## src/rtl/picorv32_mem_initiator.sv

```systemverilog
// picorv32_mem_initiator
//   Bus master for the picorv32 native memory interface. Commands are queued
//   in a small FIFO and issued one at a time on the mem_valid/mem_ready
//   handshake; read data and timeout status come back on the rsp_* port.
//
// Ports:
//   clk, resetn            clock (rising edge), asynchronous active-low reset
//   cmd_valid/cmd_ready    command push handshake (cmd_ready = FIFO not full)
//   cmd_write/instr/addr/wdata/wstrb   command fields
//   mem_valid/instr/addr/wdata/wstrb   request to the memory responder
//   mem_ready/mem_rdata    responder completion and read data
//   rsp_valid/rsp_ready    response handshake
//   rsp_rdata/rsp_timeout  read data (0 on timeout) and timeout flag
//   busy                   FSM active or commands still queued
//
// Optional feature: define WRITE_ACK_EN so that a completed write also
// returns a response (rdata 0, timeout 0); without it only reads and
// timeouts respond.
//
//   state  | meaning
//   S_IDLE | no request active; pops the FIFO head and launches it
//   S_REQ  | mem_valid high, waiting for mem_ready or the timeout
//   S_RSP  | response held on rsp_* until rsp_ready
module picorv32_mem_initiator #(
  parameter int SIZE_OF_THE_BUS = 32,
  parameter int CMD_DEPTH       = 4,
  parameter int TIMEOUT_CYCLES  = 255
) (
  input  logic                       clk,
  input  logic                       resetn,
  input  logic                       cmd_valid,
  output logic                       cmd_ready,
  input  logic                       cmd_write,
  input  logic                       cmd_instr,
  input  logic [SIZE_OF_THE_BUS-1:0] cmd_addr,
  input  logic [SIZE_OF_THE_BUS-1:0] cmd_wdata,
  input  logic [3:0]                 cmd_wstrb,
  output logic                       mem_valid,
  output logic                       mem_instr,
  output logic [SIZE_OF_THE_BUS-1:0] mem_addr,
  output logic [SIZE_OF_THE_BUS-1:0] mem_wdata,
  output logic [3:0]                 mem_wstrb,
  input  logic                       mem_ready,
  input  logic [SIZE_OF_THE_BUS-1:0] mem_rdata,
  output logic                       rsp_valid,
  input  logic                       rsp_ready,
  output logic [SIZE_OF_THE_BUS-1:0] rsp_rdata,
  output logic                       rsp_timeout,
  output logic                       busy
);

  localparam int W  = SIZE_OF_THE_BUS;
  localparam int AW = $clog2(CMD_DEPTH);
  localparam int CW = 2 * W + 6;
  localparam int TW = (TIMEOUT_CYCLES > 1) ? $clog2(TIMEOUT_CYCLES) : 1;
  localparam logic [TW-1:0] TIMER_LOAD = TW'(TIMEOUT_CYCLES - 1);
  localparam logic [AW:0]   FULL_COUNT = (AW + 1)'(CMD_DEPTH);
  localparam logic [W-1:0]  WORD_MASK  = ~(W'(3));

  typedef enum logic [1:0] {S_IDLE, S_REQ, S_RSP} state_t;

  state_t        state;
  logic [CW-1:0] fifo_mem [CMD_DEPTH];
  logic [AW-1:0] wr_ptr, rd_ptr;
  logic [AW:0]   count, count_next;
  logic          push, pop;
  logic [CW-1:0] cmd_word, head;
  logic          head_write, head_instr;
  logic [3:0]    head_wstrb;
  logic [W-1:0]  head_addr, head_wdata;
  logic [TW-1:0] timer;
  logic          req_write;

  assign cmd_word   = {cmd_write, cmd_instr, cmd_wstrb, cmd_addr, cmd_wdata};
  assign head       = fifo_mem[rd_ptr];
  assign head_write = head[CW-1];
  assign head_instr = head[CW-2];
  assign head_wstrb = head[CW-3 -: 4];
  assign head_addr  = head[2*W-1 -: W];
  assign head_wdata = head[W-1:0];

  assign push = cmd_valid && cmd_ready;
  // Popping only from IDLE gives the mandatory one-cycle gap between requests.
  assign pop  = (state == S_IDLE) && (count != '0);
  assign busy = (state != S_IDLE) || (count != '0);

  always_comb begin
    count_next = count;
    if (push && !pop)
      count_next = count + (AW + 1)'(1);
    else if (pop && !push)
      count_next = count - (AW + 1)'(1);
  end

  always_ff @(posedge clk) begin
    if (push)
      fifo_mem[wr_ptr] <= cmd_word;
  end

  // cmd_ready is registered from the next occupancy, so a pop from a full
  // FIFO only reopens the port one cycle later.
  always_ff @(posedge clk or negedge resetn) begin
    if (!resetn) begin
      wr_ptr    <= '0;
      rd_ptr    <= '0;
      count     <= '0;
      cmd_ready <= 1'b1;
    end else begin
      if (push)
        wr_ptr <= wr_ptr + AW'(1);
      if (pop)
        rd_ptr <= rd_ptr + AW'(1);
      count     <= count_next;
      cmd_ready <= (count_next != FULL_COUNT);
    end
  end

  // The timer counts down from TIMEOUT_CYCLES-1; reaching zero with
  // mem_ready still low is the timeout cycle. It stops at zero.
  always_ff @(posedge clk or negedge resetn) begin
    if (!resetn) begin
      state       <= S_IDLE;
      mem_valid   <= 1'b0;
      mem_instr   <= 1'b0;
      mem_addr    <= '0;
      mem_wdata   <= '0;
      mem_wstrb   <= 4'h0;
      rsp_valid   <= 1'b0;
      rsp_rdata   <= '0;
      rsp_timeout <= 1'b0;
      timer       <= '0;
      req_write   <= 1'b0;
    end else begin
      case (state)
        S_IDLE: begin
          if (pop) begin
            mem_valid <= 1'b1;
            mem_addr  <= head_addr & WORD_MASK;
            mem_instr <= head_write ? 1'b0 : head_instr;
            mem_wdata <= head_write ? head_wdata : '0;
            if (!head_write)
              mem_wstrb <= 4'h0;
            else if (head_wstrb == 4'h0)
              mem_wstrb <= 4'hF;
            else
              mem_wstrb <= head_wstrb;
            req_write <= head_write;
            timer     <= TIMER_LOAD;
            state     <= S_REQ;
          end
        end
        S_REQ: begin
          if (mem_ready) begin
            mem_valid <= 1'b0;
            if (!req_write) begin
              rsp_valid   <= 1'b1;
              rsp_rdata   <= mem_rdata;
              rsp_timeout <= 1'b0;
              state       <= S_RSP;
            end else begin
`ifdef WRITE_ACK_EN
              rsp_valid   <= 1'b1;
              rsp_rdata   <= '0;
              rsp_timeout <= 1'b0;
              state       <= S_RSP;
`else
              state       <= S_IDLE;
`endif
            end
          end else if (timer == '0) begin
            mem_valid   <= 1'b0;
            rsp_valid   <= 1'b1;
            rsp_rdata   <= '0;
            rsp_timeout <= 1'b1;
            state       <= S_RSP;
          end else begin
            timer <= timer - TW'(1);
          end
        end
        S_RSP: begin
          if (rsp_ready) begin
            rsp_valid <= 1'b0;
            state     <= S_IDLE;
          end
        end
        default: state <= S_IDLE;
      endcase
    end
  end

endmodule

```

## config.mk

```make
export PLATFORM = sky130hd
export DESIGN_NAME = picorv32_mem_initiator
export DESIGN_NICKNAME = d
export VERILOG_FILES = /design/src/rtl/picorv32_mem_initiator.sv
export SDC_FILE = /design/constraint.sdc
export NUM_CORES = 1
export LEC_CHECK = 0
export BUFFER_PORTS_ARGS = -buffer_cell sky130_fd_sc_hd__buf_2
export CORE_MARGIN = 3
export CORE_UTILIZATION = 61
export DETAILED_ROUTE_END_ITERATION = 8
export GPL_TIMING_DRIVEN = 0
export PLACE_DENSITY = 0.81
export SETUP_SLACK_MARGIN = 0.02
export SLEW_MARGIN = 25
export SYNTH_ARGS = -nofsm -noshare
export SYNTH_HDL_FRONTEND = slang
export SYNTH_SLANG_ARGS = --single-unit
```

## constraint.sdc

```tcl
create_clock -name clk -period 8.8 [get_ports clk]
set_clock_uncertainty 0.15 [all_clocks]
set_input_delay 0 -clock clk [delete_from_list [all_inputs] [get_ports clk]]
set_output_delay 0 -clock clk [all_outputs]
set_load 0.02 [all_outputs]
```

==> impl_summary.log, run 1 <==
[metrics] pin count of the biggest net entering global routing: 87
[metrics] standard cell core area: 23540 sq um
[metrics] number of flops mapped to enable cells by yosys: 272
[metrics] vias: 8762
[metrics] worst endpoint data arrival time: 2.75 ns
[metrics] series of cell instances along the critical path: inv_1 -> ha_1 -> nor2b_1 -> nor3_2 -> buf_2 -> buf_1 -> nand3_1 -> nand2_1
[metrics] initial cell density of the core: 62.38%
[metrics] Core Rows: 56
[metrics] critical path capture point type: flip-flop
[metrics] power density relative to cell area: 349.0 nW/um^2
[metrics] Worst setup startpoint: count[1]$_DFF_PN0_
[metrics] Final Max Slew Viols: 0
[metrics] Routed wire per std cell: 21.92 microns
[metrics] kind of critical path: reg2reg
[metrics] total overflow reported by the global router: 0
[metrics] setup slack of the worst register-to-register path: 6.35 ns
[metrics] Die Width: 161.2 microns
[metrics] clock latency on the worst-skew pair: 0.52 ns
[metrics] worst hold start: cmd_wdata[31]
[metrics] max-cap viol count: 0
[metrics] DRC violation total after the first TritonRoute iteration: 697
[metrics] Total GRT Usage: 27.06%
[metrics] run status: finished, final reports clean
[metrics] first-pass GRT wire length: 53720 microns
[metrics] setup tns final: 0 ns
[metrics] Lkg Pwr: 7.567 nW
[metrics] peak fanout along the critical path: 10
[metrics] Area growth, synth to finish: 26.86%
[metrics] CTS tree: yes
[metrics] highest-count cells in the layout ignoring fill and taps: sky130_fd_sc_hd__edfxtp_1 (272), sky130_fd_sc_hd__buf_2 (227), sky130_fd_sc_hd__nand2_1 (177), sky130_fd_sc_hd__dfrtp_1 (120), sky130_fd_sc_hd__dlygate4sd3_1 (106)
[metrics] count of unresolved DRC violations after routing: 0
[metrics] cts bufs inserted: 39
[metrics] leading register cell type out of synthesis: sky130_fd_sc_hd__edfxtp_1
[metrics] most common cell after layout, fill and taps aside: sky130_fd_sc_hd__edfxtp_1
[metrics] endpoint of the most critical setup path: mem_wdata[23]$_DFFE_PN0P_
[metrics] pin slew with the least headroom to its limit: 0.6857 ns
[metrics] Critical Path Max Stage Delay: 0.49 ns
[metrics] main area contributors after synthesis: sky130_fd_sc_hd__edfxtp_1 (56%), sky130_fd_sc_hd__dfrtp_1 (20%), sky130_fd_sc_hd__mux4_2 (10%)
[metrics] setup repair after global routing missed its margin: no
[metrics] share of the synthesized area in the top cell type: 55.62%
[metrics] number of setup buffers added after CTS: 0
[metrics] Post-Syn Instances: 835
[metrics] overall die area: 25970 sq um
[metrics] launching element type of the critical path: flip-flop
[metrics] fin crit period: 2.448 ns
[metrics] number of cells on the worst reg-to-reg path: 8
[metrics] remaining number of nets flagged by the antenna check after routing: 0
[metrics] Synthesis Warnings: 0
[metrics] cell total after placement: 1369
[metrics] type of the tightest min-delay check: in2reg
[metrics] ports placed on the boundary: 213
[metrics] dpl hpwl: 19760 microns
[metrics] share of async-settable or async-resettable flops after synthesis: 30.79%
[metrics] post-synth design cell area: 14690 sq um
[metrics] number of antenna violations at the first check in global routing: 2
[metrics] data required time at the worst endpoint: 9.10 ns
[metrics] Via-to-Cell Ratio: 5.653
[metrics] Max-slew headroom: 54.29%
[metrics] Peak VDD IR: 282.5 uV
[metrics] post-layout utilization of the core: 79.13%
[metrics] Port Buffers: 208
[metrics] end of the worst register-to-register path: mem_wdata[23]$_DFFE_PN0P_
[metrics] sequential element share of the synthesized area: 76.25%
[metrics] placer congestion estimate: 0.7595
[metrics] largest area contributor in the synthesized netlist: sky130_fd_sc_hd__edfxtp_1
[metrics] Total Routed Length: 33970 microns
[metrics] count of instances resized after the clock tree is built: 0
[metrics] WHS: 0.08692 ns
[metrics] number of synthesized register bits: 393
[metrics] vias in the first global route: 9570
[metrics] fin nets: 1314
[metrics] TritonRoute pass-1 iters: 5
[metrics] clock sink count: 393
[metrics] Peak Freq: 408.6 MHz
[metrics] post-route non-filler standard cell count: 1550
[metrics] H-Tree Depth: 2
[metrics] Total Power: 6.501 mW
[metrics] buffer levels on the longest clock path: 3
[metrics] clock-pin slew of the registers on the worst-case setup and hold paths: 0.07 ns
[metrics] Avg Inst Size Synth: 17.59 sq um
[metrics] number of endpoints with negative hold slack in the final report: 0
[metrics] count of unique library cells instantiated by Yosys: 40
[metrics] fraction of final layout cells sized beyond drive strength 1: 31.24%
[metrics] Slowest cell on crit path: sky130_fd_sc_hd__buf_1
[metrics] final number of setup-violating endpoints: 0
[metrics] die outline height: 161.2 microns
[metrics] share of the clock period used by the worst path after layout: 27.81%
[metrics] worst reg2reg path startpoint: count[1]$_DFF_PN0_
[metrics] cell at the root of the clock tree: sky130_fd_sc_hd__clkbuf_16
[metrics] hold buffer count at CTS: 107
[sequential cells by signal, indices dropped and copies added (netlist names)]
| name | cells |
|---|---|
| count | 3 |
| rsp_timeout | 1 |
| cmd_ready | 1 |
| rd_ptr | 2 |
| mem_valid | 1 |
| rsp_valid | 1 |
| mem_addr | 30 |
| fifo_mem | 272 |
| state | 2 |
| req_write | 1 |
| mem_instr | 1 |
| mem_wstrb | 4 |
| rsp_rdata | 32 |
| timer | 8 |
| wr_ptr | 2 |
| mem_wdata | 32 |
[cell usage after synthesis (all sizes together) (2+ instances only)]
library cell	n
a22o	32
nand2	177
clkbuf	9
xnor2	5
nor2	3
ha	9
and3	5
a211oi	2
edfxtp	272
a31oi	2
nor2b	2
buf	36
inv	7
nor3	4
o21ai	9
dfrtp	120
nand4b	2
xor2	5
nand2b	3
a21oi	4
mux4	68
nor4	2
nand3	46
[power by group]
part	switching [mW]	leakage [nW]	internal, mW	total [mW]
Sequential	0.199	3.98	2.49	2.69
Clock	0.674	0.615	0.902	1.58
Combinational	1.38	2.97	0.856	2.24
[cell type report]
cell class                      instances  area [sq um]
Clock inverter                         15         91.34
Tap cell                              319         399.1
Sequential cell                       393         11200
Timing Repair Buffer                  321          2290
Multi-Input combinational cell        391          3251
Buffer                                 45         235.2
Inverter                                7         26.28
Antenna cell                            2         5.005
Fill cell                            1254          4913
Clock buffer                           57          1135
[worst min-delay path by stage]
stage               slack [ns]                        end  cells past startpoint
global route              0.08   fifo_mem[2][0]$_DFFE_PP_                      2
CTS                       0.05  fifo_mem[1][44]$_DFFE_PP_                      2
floorplan                -0.45         count[0]$_DFF_PN0_                      0
finish                    0.09  fifo_mem[3][31]$_DFFE_PP_                      2
global placement          0.06  fifo_mem[2][46]$_DFFE_PP_                      1
detailed placement       -0.25  mem_wdata[24]$_DFFE_PN0P_                      1
[stage by stage]
stage / instance area, sq um / setup WS, ns
detailed placement: 16320 / 6.394
global placement: 16130 / 4.719
CTS: 18620 / 6.395
finish: 18630 / 6.352
floorplan: 14690 / 5.934
global route: 18630 / 6.157
[metal layers]
layer,global-route usage [%],vias to the layer above,routed length [microns]
met5,0,-,0
met4,8.487,0,963
met3,5.745,71,2444
met2,47.01,408,17460
met1,34.87,4396,13100
li1,-,3887,-
[logic make-up (layout without fill, tap and decap cells)]
family                   count (synthesis)  after routing  synth area share [%]
AO/OA/AOI/OAI                           51             51                 2.641
adder cells (fa/ha/maj)                  9              9                0.7668
buffers and inverters                   52            445                 1.781
other                                    1              4               0.02554
XOR/XNOR                                10             10                0.5964
flip-flops                             393            393                 76.25
AND/OR/NAND/NOR                        250            250                 7.438
multiplexers                            69             69                 10.51
[critical path: cells and delay by family (launching register included)]
kind | cells | cell delay [ns]
adders and majority gates | 1 | 0.19
and+or+nand+nor | 4 | 0.72
buffers and inverters | 3 | 0.94
DFF | 1 | 0.40
No activity file was read; power rests on OpenSTA's default activity.
==> run 2, diff against run 1 <==
--- a/config.mk
+++ b/config.mk
@@ -7,10 +7,10 @@
 export LEC_CHECK = 0
 export BUFFER_PORTS_ARGS = -buffer_cell sky130_fd_sc_hd__buf_2
 export CORE_MARGIN = 3
-export CORE_UTILIZATION = 61
+export CORE_UTILIZATION = 51
 export DETAILED_ROUTE_END_ITERATION = 8
 export GPL_TIMING_DRIVEN = 0
-export PLACE_DENSITY = 0.81
+export PLACE_DENSITY = 0.72
 export SETUP_SLACK_MARGIN = 0.02
 export SLEW_MARGIN = 25
 export SYNTH_ARGS = -nofsm -noshare
==> constraint.sdc (replaced) <==
create_clock -name clk -period 2.05 [get_ports clk]
set_clock_uncertainty 0.15 [all_clocks]
set_input_delay 0 -clock clk [delete_from_list [all_inputs] [get_ports clk]]
set_output_delay 0 -clock clk [all_outputs]
set_load 0.02 [all_outputs]
==> run 2 against run 1 <==
Effect of this change: utilization down 11 points; worst setup slack worse by 6.3 ns; critical path type unchanged; critical path depth down 4; final area up 2.3%; via count down 2.0%; wire length down 2.9%; flip-flop and latch count unchanged; worst hold slack worse by 0.024 ns; cell count up 4.4%.
==> impl_summary.log, run 2 (synthesized netlist as in run 1, its figures left out) <==
[metrics] CTS tree: yes
[metrics] initial cell density of the core: 52.29% (-10 points)
[metrics] Critical Path Max Stage Delay: 0.58 ns (+0.09 ns)
[metrics] CP Buf/Inv Count: 2 (-1)
[metrics] Lkg Pwr: 7.748 nW (+2.4%)
[metrics] cts bufs inserted: 40 (+2.6%)
[metrics] ports placed on the boundary: 213 (unchanged)
[metrics] share of the clock period used by the worst path after layout: 97.46% (+70 points)
[metrics] final-layout fill cell count: 1902 (+52%)
[metrics] setup repair after global routing missed its margin: yes
[metrics] placer congestion estimate: 0.7282 (-4.1%)
[metrics] register with the most flip-flops: fifo_mem
[metrics] vias in the first global route: 9123 (-4.7%)
[metrics] Peak VDD IR: 1087 uV (+280%)
[metrics] worst endpoint data arrival time: 2.06 ns (-0.69 ns)
[metrics] clock sink count: 393 (unchanged)
[metrics] Max-slew headroom: 57.35% (+3.1 points)
[metrics] H-Tree Depth: 2 (unchanged)
[metrics] run status: finished, final reports clean
[metrics] Total GRT Usage: 21.54% (-5.5 points)
[metrics] final number of setup-violating endpoints: 0 (unchanged)
[metrics] WHS: 0.06294 ns (-0.02398 ns)
[metrics] Die Width: 175.7 microns (+9.0%)
[metrics] standard cell core area: 28090 sq um (+19%)
[metrics] Slowest cell on crit path: sky130_fd_sc_hd__and3_4
[metrics] number of antenna violations at the first check in global routing: 3 (+1)
[metrics] standard cell area after detailed placement: 16360 sq um (+0.24%)
[metrics] most common cell after layout, fill and taps aside: sky130_fd_sc_hd__edfxtp_1
[metrics] switching power of the nets: 9.602 mW (+330%)
[metrics] Seq pwr share: 39.8% (-1.6 points)
[metrics] Via-to-Cell Ratio: 5.308 (-6.1%)
[metrics] Peak Freq: 500.5 MHz (+23%)
[metrics] Port Buffers: 208 (unchanged)
[metrics] cell family with the largest share of critical-path delay: simple AND/OR/NAND/NOR gates
[metrics] setup tns final: 0 ns (unchanged)
[metrics] die outline height: 175.7 microns (+9.0%)
[metrics] kind of critical path: reg2reg
[metrics] fraction of final layout cells sized beyond drive strength 1: 34.09% (+2.8 points)
[metrics] remaining number of nets flagged by the antenna check after routing: 0 (unchanged)
[metrics] first-pass GRT wire length: 51270 microns (-4.5%)
[metrics] registers with the most flip-flops: fifo_mem: 272 flops, mem_wdata: 32 flops, rsp_rdata: 32 flops
[metrics] overall die area: 30870 sq um (+19%)
[metrics] Largest register FFs: 272 (unchanged)
[metrics] dpl ws: -0.3790 ns (-6.773 ns)
[metrics] pin count of the biggest net entering global routing: 64 (-26%)
[metrics] portion of total power attributed to combinational logic: 33.7% (-0.7 points)
[metrics] power density relative to cell area: 1522 nW/um^2 (+340%)
[metrics] number of endpoints with negative hold slack in the final report: 0 (unchanged)
[metrics] clock latency on the worst-skew pair: 0.53 ns (about the same)
[metrics] max-cap viol count: 0 (unchanged)
[metrics] total overflow reported by the global router: 0 (unchanged)
[metrics] setup slack of the worst register-to-register path: 0.05 ns (-6.30 ns)
[metrics] fin nets: 1323 (+0.68%)
[metrics] clock-pin slew of the registers on the worst-case setup and hold paths: 0.06 ns (about the same)
[metrics] pin slew with the least headroom to its limit: 0.6398 ns (-0.04584 ns)
[metrics] type of the tightest min-delay check: in2reg
[metrics] peak fanout along the critical path: 35 (+25)
[metrics] count of unresolved DRC violations after routing: 0 (unchanged)
[metrics] Total Routed Length: 32990 microns (-2.9%)
[metrics] post-layout worst setup margin: 0.05205 ns (-6.300 ns)
[metrics] highest-count cells in the layout ignoring fill and taps: sky130_fd_sc_hd__edfxtp_1 (272), sky130_fd_sc_hd__buf_2 (219), sky130_fd_sc_hd__nand2_1 (176), sky130_fd_sc_hd__dfrtp_1 (119), sky130_fd_sc_hd__dlygate4sd3_1 (105)
[metrics] switching share of power: 33.10% (-1.6 points)
[metrics] internal cell power: 19.41 mW (+360%)
[metrics] launching element type of the critical path: flip-flop
[metrics] Routed wire per std cell: 20.39 microns (-7.0%)
[metrics] DRC violation total after the first TritonRoute iteration: 461 (-34%)
[metrics] Area growth, synth to finish: 29.79%
[metrics] Post-Layout Inst Area: 19060 sq um (+2.3%)
[metrics] Clock Power Share: 26.5% (+2.2 points)
[metrics] dpl hpwl: 19480 microns (-1.4%)
[metrics] cell at the root of the clock tree: sky130_fd_sc_hd__clkbuf_16
[metrics] Core Rows: 61 (+8.9%)
[metrics] TritonRoute pass-1 iters: 5 (unchanged)
[metrics] data required time at the worst endpoint: 2.11 ns (-6.99 ns)
[metrics] Final Max Slew Viols: 0 (unchanged)
[metrics] series of cell instances along the critical path: inv_2 -> ha_1 -> and3_4 -> buf_16
[metrics] vias: 8588 (-2.0%)
[metrics] post-layout utilization of the core: 67.86% (-11 points)
[metrics] fin crit period: 1.998 ns (-0.4497 ns)
[metrics] buffer levels on the longest clock path: 3 (unchanged)
[metrics] critical path capture point type: flip-flop
-- run 2: changes by cell type in the layout (fill, tap and decap cells not counted), moves of 7 or more --
cell / before / now
sky130_fd_sc_hd__buf_2: 227 / 219
sky130_fd_sc_hd__buf_6: 2 / 13
sky130_fd_sc_hd__clkbuf_1: 19 / 12
sky130_fd_sc_hd__bufinv_16: 0 / 8
sky130_fd_sc_hd__buf_1: 7 / 0
sky130_fd_sc_hd__buf_4: 7 / 18
sky130_fd_sc_hd__clkbuf_4: 0 / 7
-- run 2: through the flow --
step	power (mW)	std cells
after global placement	20.60	1422
after global routing	30.56	1618
after CTS	28.97	1606
final	29.01	1618
after floorplan	17.67	836
after detailed placement	20.89	1427
-- run 2: cell type report --
class                   instances  area (sq um)  share of cell area (%)
flip-flops and latches        393         11200                   58.75
multi-input cells             391          3298                   17.30
repair buffers                330          2333                   12.24
clock buffers                  53          1080                   5.665
well taps                     378         473.0                   2.481
clock inverters                20         326.6                   1.713
plain buffers                  44         320.3                   1.680
inverters                       7         26.28                  0.1378
diodes                          2         5.005                 0.02626
-- run 2: worst paths after layout --
check	start	endpoint	cells after the start
setup / recovery	wr_ptr[0]$_DFFE_PN0P_	fifo_mem[2][29]$_DFFE_PP_	4
hold / removal	cmd_addr[20]	fifo_mem[2][52]$_DFFE_PP_	2
setup reg to reg	wr_ptr[0]$_DFFE_PN0P_	fifo_mem[2][29]$_DFFE_PP_	4
hold reg to reg	mem_wdata[21]$_DFFE_PN0P_	mem_wdata[21]$_DFFE_PN0P_	2
max in group asynchronous	resetn	mem_wdata[28]$_DFFE_PN0P_	4
min in group asynchronous	resetn	rsp_rdata[8]$_DFFE_PN0P_	3
-- run 2: power by group through the flow --
| stage | registers (mW) | logic [mW] | clock network (mW) |
|---|---|---|---|
| floorplan | 12.6 | 5.11 | 0 |
| global placement | 11.6 | 9.01 | 0 |
| detailed placement | 11.6 | 9.28 | 0 |
| CTS | 11.5 | 9.63 | 7.83 |
| global route | 11.7 | 10.7 | 8.18 |
| finish | 11.5 | 9.78 | 7.70 |
-- run 2: what timing repair did --
item	in CTS	in global routing
resized for setup	26	47
hold buffers	105	0
setup endpoints to repair	206	240
setup buffers	2	7
endpoints found under the hold margin	443	0
pin swaps	2	3
cloned	0	3
-- run 2: layer usage --
metal | vias to the layer above | share of wire [%] | track usage [%]
met5 | - | 0.039 | 0
met4 | 2 | 1.7 | 5.345
met3 | 49 | 7.3 | 5.275
met2 | 300 | 51 | 37.31
met1 | 4335 | 40 | 27.66
li1 | 3902 | - | -
==> run 3, diff against run 2 <==
--- a/config.mk
+++ b/config.mk
@@ -8,9 +8,10 @@
 export BUFFER_PORTS_ARGS = -buffer_cell sky130_fd_sc_hd__buf_2
 export CORE_MARGIN = 3
 export CORE_UTILIZATION = 51
+export CTS_CLUSTER_SIZE = 40
 export DETAILED_ROUTE_END_ITERATION = 8
 export GPL_TIMING_DRIVEN = 0
-export PLACE_DENSITY = 0.72
+export PLACE_DENSITY = 0.75
 export SETUP_SLACK_MARGIN = 0.02
 export SLEW_MARGIN = 25
 export SYNTH_ARGS = -nofsm -noshare
==> run 3 against run 2 <==
Effect of this change: cell count is 0.12% higher; largest cell class unchanged; final area is 0.43% lower; wire length is 3.1% higher; sequential power hardly changed; utilization is 0.29 points lower; critical endpoint is now cmd_ready$_DFF_PN1_; global-route usage is 0.41 points higher.
==> impl_summary.log, run 3 (synthesized netlist as in run 1, its figures left out) <==
[metrics] Core Rows: 61 (unchanged)
[metrics] first-pass GRT wire length: 51980 microns (+1.4%)
[metrics] Max-slew headroom: 60.86% (+3.5 points)
[metrics] clock-pin slew of the registers on the worst-case setup and hold paths: 0.06 ns (about the same)
[metrics] die outline height: 175.7 microns (unchanged)
[metrics] Peak Freq: 494.2 MHz (-1.3%)
[metrics] switching power of the nets: 9.673 mW (+0.74%)
[metrics] Total GRT Usage: 21.95% (+0.41 points)
[metrics] Post-Layout Inst Area: 18980 sq um (-0.43%)
[metrics] worst hold start: cmd_wdata[9]
[metrics] CTS tree: yes
[metrics] number of endpoints with negative hold slack in the final report: 0 (unchanged)
[metrics] Seq pwr share: 40.5% (+0.7 points)
[metrics] register with the most flip-flops: fifo_mem
[metrics] worst reg2reg path startpoint: count[1]$_DFF_PN0_
[metrics] setup slack of the worst register-to-register path: 0.03 ns (-0.03 ns)
[metrics] peak fanout along the critical path: 4 (-89%)
[metrics] highest-count cells in the layout ignoring fill and taps: sky130_fd_sc_hd__edfxtp_1 (272), sky130_fd_sc_hd__buf_2 (220), sky130_fd_sc_hd__nand2_1 (175), sky130_fd_sc_hd__dfrtp_1 (120), sky130_fd_sc_hd__dlygate4sd3_1 (105)
[metrics] DRC violation total after the first TritonRoute iteration: 574 (+25%)
[metrics] Lkg Pwr: 7.736 nW (-0.16%)
[metrics] power density relative to cell area: 1506 nW/um^2 (-1.1%)
[metrics] kind of critical path: reg2reg
[metrics] run status: finished, final reports clean
[metrics] Routed wire per std cell: 20.99 microns (+2.9%)
[metrics] cts bufs inserted: 40 (unchanged)
[metrics] remaining number of nets flagged by the antenna check after routing: 0 (unchanged)
[metrics] total overflow reported by the global router: 0 (unchanged)
[metrics] end of the worst register-to-register path: cmd_ready$_DFF_PN1_
[metrics] fin nets: 1325 (+0.15%)
[metrics] critical path capture point type: flip-flop
[metrics] pin slew with the least headroom to its limit: 0.5872 ns (-0.05267 ns)
[metrics] cell family with the largest share of critical-path delay: simple AND/OR/NAND/NOR gates
[metrics] number of cells on the worst reg-to-reg path: 7 (+3)
[metrics] vias: 8669 (+0.94%)
[metrics] share of the clock period used by the worst path after layout: 98.70% (+1.2 points)
[metrics] number of antenna violations at the first check in global routing: 2 (-1)
[metrics] overall die area: 30870 sq um (unchanged)
[metrics] Peak VDD IR: 1076 uV (-1.0%)
[metrics] setup repair after global routing missed its margin: yes
[metrics] worst endpoint data arrival time: 2.30 ns (+0.24 ns)
[metrics] type of the tightest min-delay check: in2reg
[metrics] count of unresolved DRC violations after routing: 0 (unchanged)
[metrics] ports placed on the boundary: 213 (unchanged)
[metrics] final number of setup-violating endpoints: 0 (unchanged)
[metrics] vias in the first global route: 9083 (-0.44%)
[metrics] number of instances on the worst hold path: 2 (unchanged)
[metrics] fraction of final layout cells sized beyond drive strength 1: 33.47% (-0.62 points)
[metrics] switching share of power: 33.85% (+0.75 points)
[metrics] placer congestion estimate: 0.7570 (+4.0%)
[metrics] CP Buf/Inv Count: 1 (-1)
[metrics] Largest register FFs: 272 (unchanged)
[metrics] launching element type of the critical path: flip-flop
[metrics] initial cell density of the core: 52.29% (unchanged)
[metrics] pin count of the biggest net entering global routing: 83 (+30%)
[metrics] dpl hpwl: 19450 microns (-0.20%)
[metrics] Via-to-Cell Ratio: 5.351 (+0.82%)
[metrics] standard cell core area: 28090 sq um (unchanged)
[metrics] standard cell area after detailed placement: 16370 sq um (about the same)
[metrics] portion of total power attributed to combinational logic: 34.5% (+0.8 points)
[metrics] endpoint with the worst hold slack: fifo_mem[0][9]$_DFFE_PP_
[metrics] clock sink count: 393 (unchanged)
[metrics] data required time at the worst endpoint: 2.32 ns (+0.21 ns)
[metrics] fin crit period: 2.023 ns (+0.02543 ns)
[metrics] TritonRoute pass-1 iters: 5 (unchanged)
[metrics] registers with the most flip-flops: fifo_mem: 272 flops, mem_wdata: 32 flops, rsp_rdata: 32 flops
[metrics] Port Buffers: 208 (unchanged)
[metrics] max-cap viol count: 0 (unchanged)
[metrics] clock latency on the worst-skew pair: 0.53 ns (about the same)
[metrics] Slowest cell on crit path: sky130_fd_sc_hd__dfrtp_1
[metrics] Critical Path Max Stage Delay: 0.38 ns (-0.20 ns)
[metrics] Area growth, synth to finish: 29.24%
[metrics] Clock Power Share: 25.0% (-1.5 points)
[metrics] most common cell after layout, fill and taps aside: sky130_fd_sc_hd__edfxtp_1
[metrics] buffer levels on the longest clock path: 3 (unchanged)
[metrics] cell at the root of the clock tree: sky130_fd_sc_hd__clkbuf_16
[metrics] Total Power: 28.58 mW (-1.5%)
[metrics] Total Routed Length: 34010 microns (+3.1%)
[metrics] internal cell power: 18.90 mW (-2.6%)
[metrics] Die Width: 175.7 microns (unchanged)
[metrics] series of cell instances along the critical path: inv_1 -> ha_1 -> nor2b_2 -> nor3_4 -> o21ai_1 -> xor2_1 -> or3b_1
[metrics] setup tns final: 0 ns (unchanged)
[metrics] Final Max Slew Viols: 0 (unchanged)
[metrics] H-Tree Depth: 2 (unchanged)
## run 3: changes by cell type in the layout (fill, tap and decap cells not counted), moves of 2 or more
cell                        before  now
sky130_fd_sc_hd__bufinv_16       8    3
sky130_fd_sc_hd__inv_1           1    6
sky130_fd_sc_hd__inv_2           6    1
sky130_fd_sc_hd__buf_6          13   10
sky130_fd_sc_hd__clkinv_1        1    4
sky130_fd_sc_hd__and3_2          0    2
sky130_fd_sc_hd__buf_16          4    6
sky130_fd_sc_hd__buf_4          18   20
sky130_fd_sc_hd__clkbuf_8        3    5
sky130_fd_sc_hd__clkinv_2        5    7
sky130_fd_sc_hd__clkinv_4        2    0
## run 3: cell type report
class                           count  area [sq um]
Clock buffer                       55          1129
Antenna cell                        2         5.005
Tap cell                          378         473.0
Timing Repair Buffer              330          2347
Fill cell                        1892          9107
Clock inverter                     18         181.4
Inverter                            7         26.28
Buffer                             44         320.3
Sequential cell                   393         11200
Multi-Input combinational cell    393          3301
## run 3: repair_timing
item | CTS | global route
buffers inserted | 3 | 7
pin swaps | 4 | 5
hold buffers | 106 | 0
hold endpoints to repair | 441 | 0
cloned | 1 | 2
setup endpoints to repair | 142 | 231
gates resized for setup | 18 | 40
## run 3: metrics by stage
stage	setup WS [ns]	hold slack [ns]	utilization, %	cells
floorplan	-0.06211	-0.4456	-	836
global placement	-0.9162	0.06158	57.71	1422
detailed placement	-0.3424	-0.2292	58.29	1427
CTS	-0.02690	0.05029	67.00	1609
global route	-0.06070	0.07138	67.57	1620
finish	0.02662	0.07510	67.57	1620
## run 3: power by group through the flow
stage,registers [mW],logic [mW],clock network [mW]
floorplan,12.6,5.11,0
global placement,11.6,9.00,0
detailed placement,11.6,9.30,0
CTS,11.5,9.68,7.25
global route,11.7,10.7,7.60
finish,11.6,9.86,7.15
## run 3: how the worst max path moves through the flow
stage,to,slack [ns],from,depth (start not counted)
4_1_cts,timer[5]$_DFFE_PN0P_,-0.03,timer[0]$_DFFE_PN0P_,8
6_report,cmd_ready$_DFF_PN1_,0.03,count[1]$_DFF_PN0_,7
2_1_floorplan,fifo_mem[0][0]$_DFFE_PP_,-0.06,cmd_ready$_DFF_PN1_,1
3_5_place_dp,mem_addr[27]$_DFFE_PN0P_,-0.34,count[1]$_DFF_PN0_,8
3_3_place_gp,mem_wdata[11]$_DFFE_PN0P_,-0.92,resetn,1
5_1_grt,cmd_ready$_DFF_PN1_,-0.06,count[1]$_DFF_PN0_,7
## run 3: metal layers
metal	part of all wire, %	track usage [%]
met1	41	29.30
met5	0	0
met2	51	37.85
met4	1.4	4.817
met3	6.4	4.475
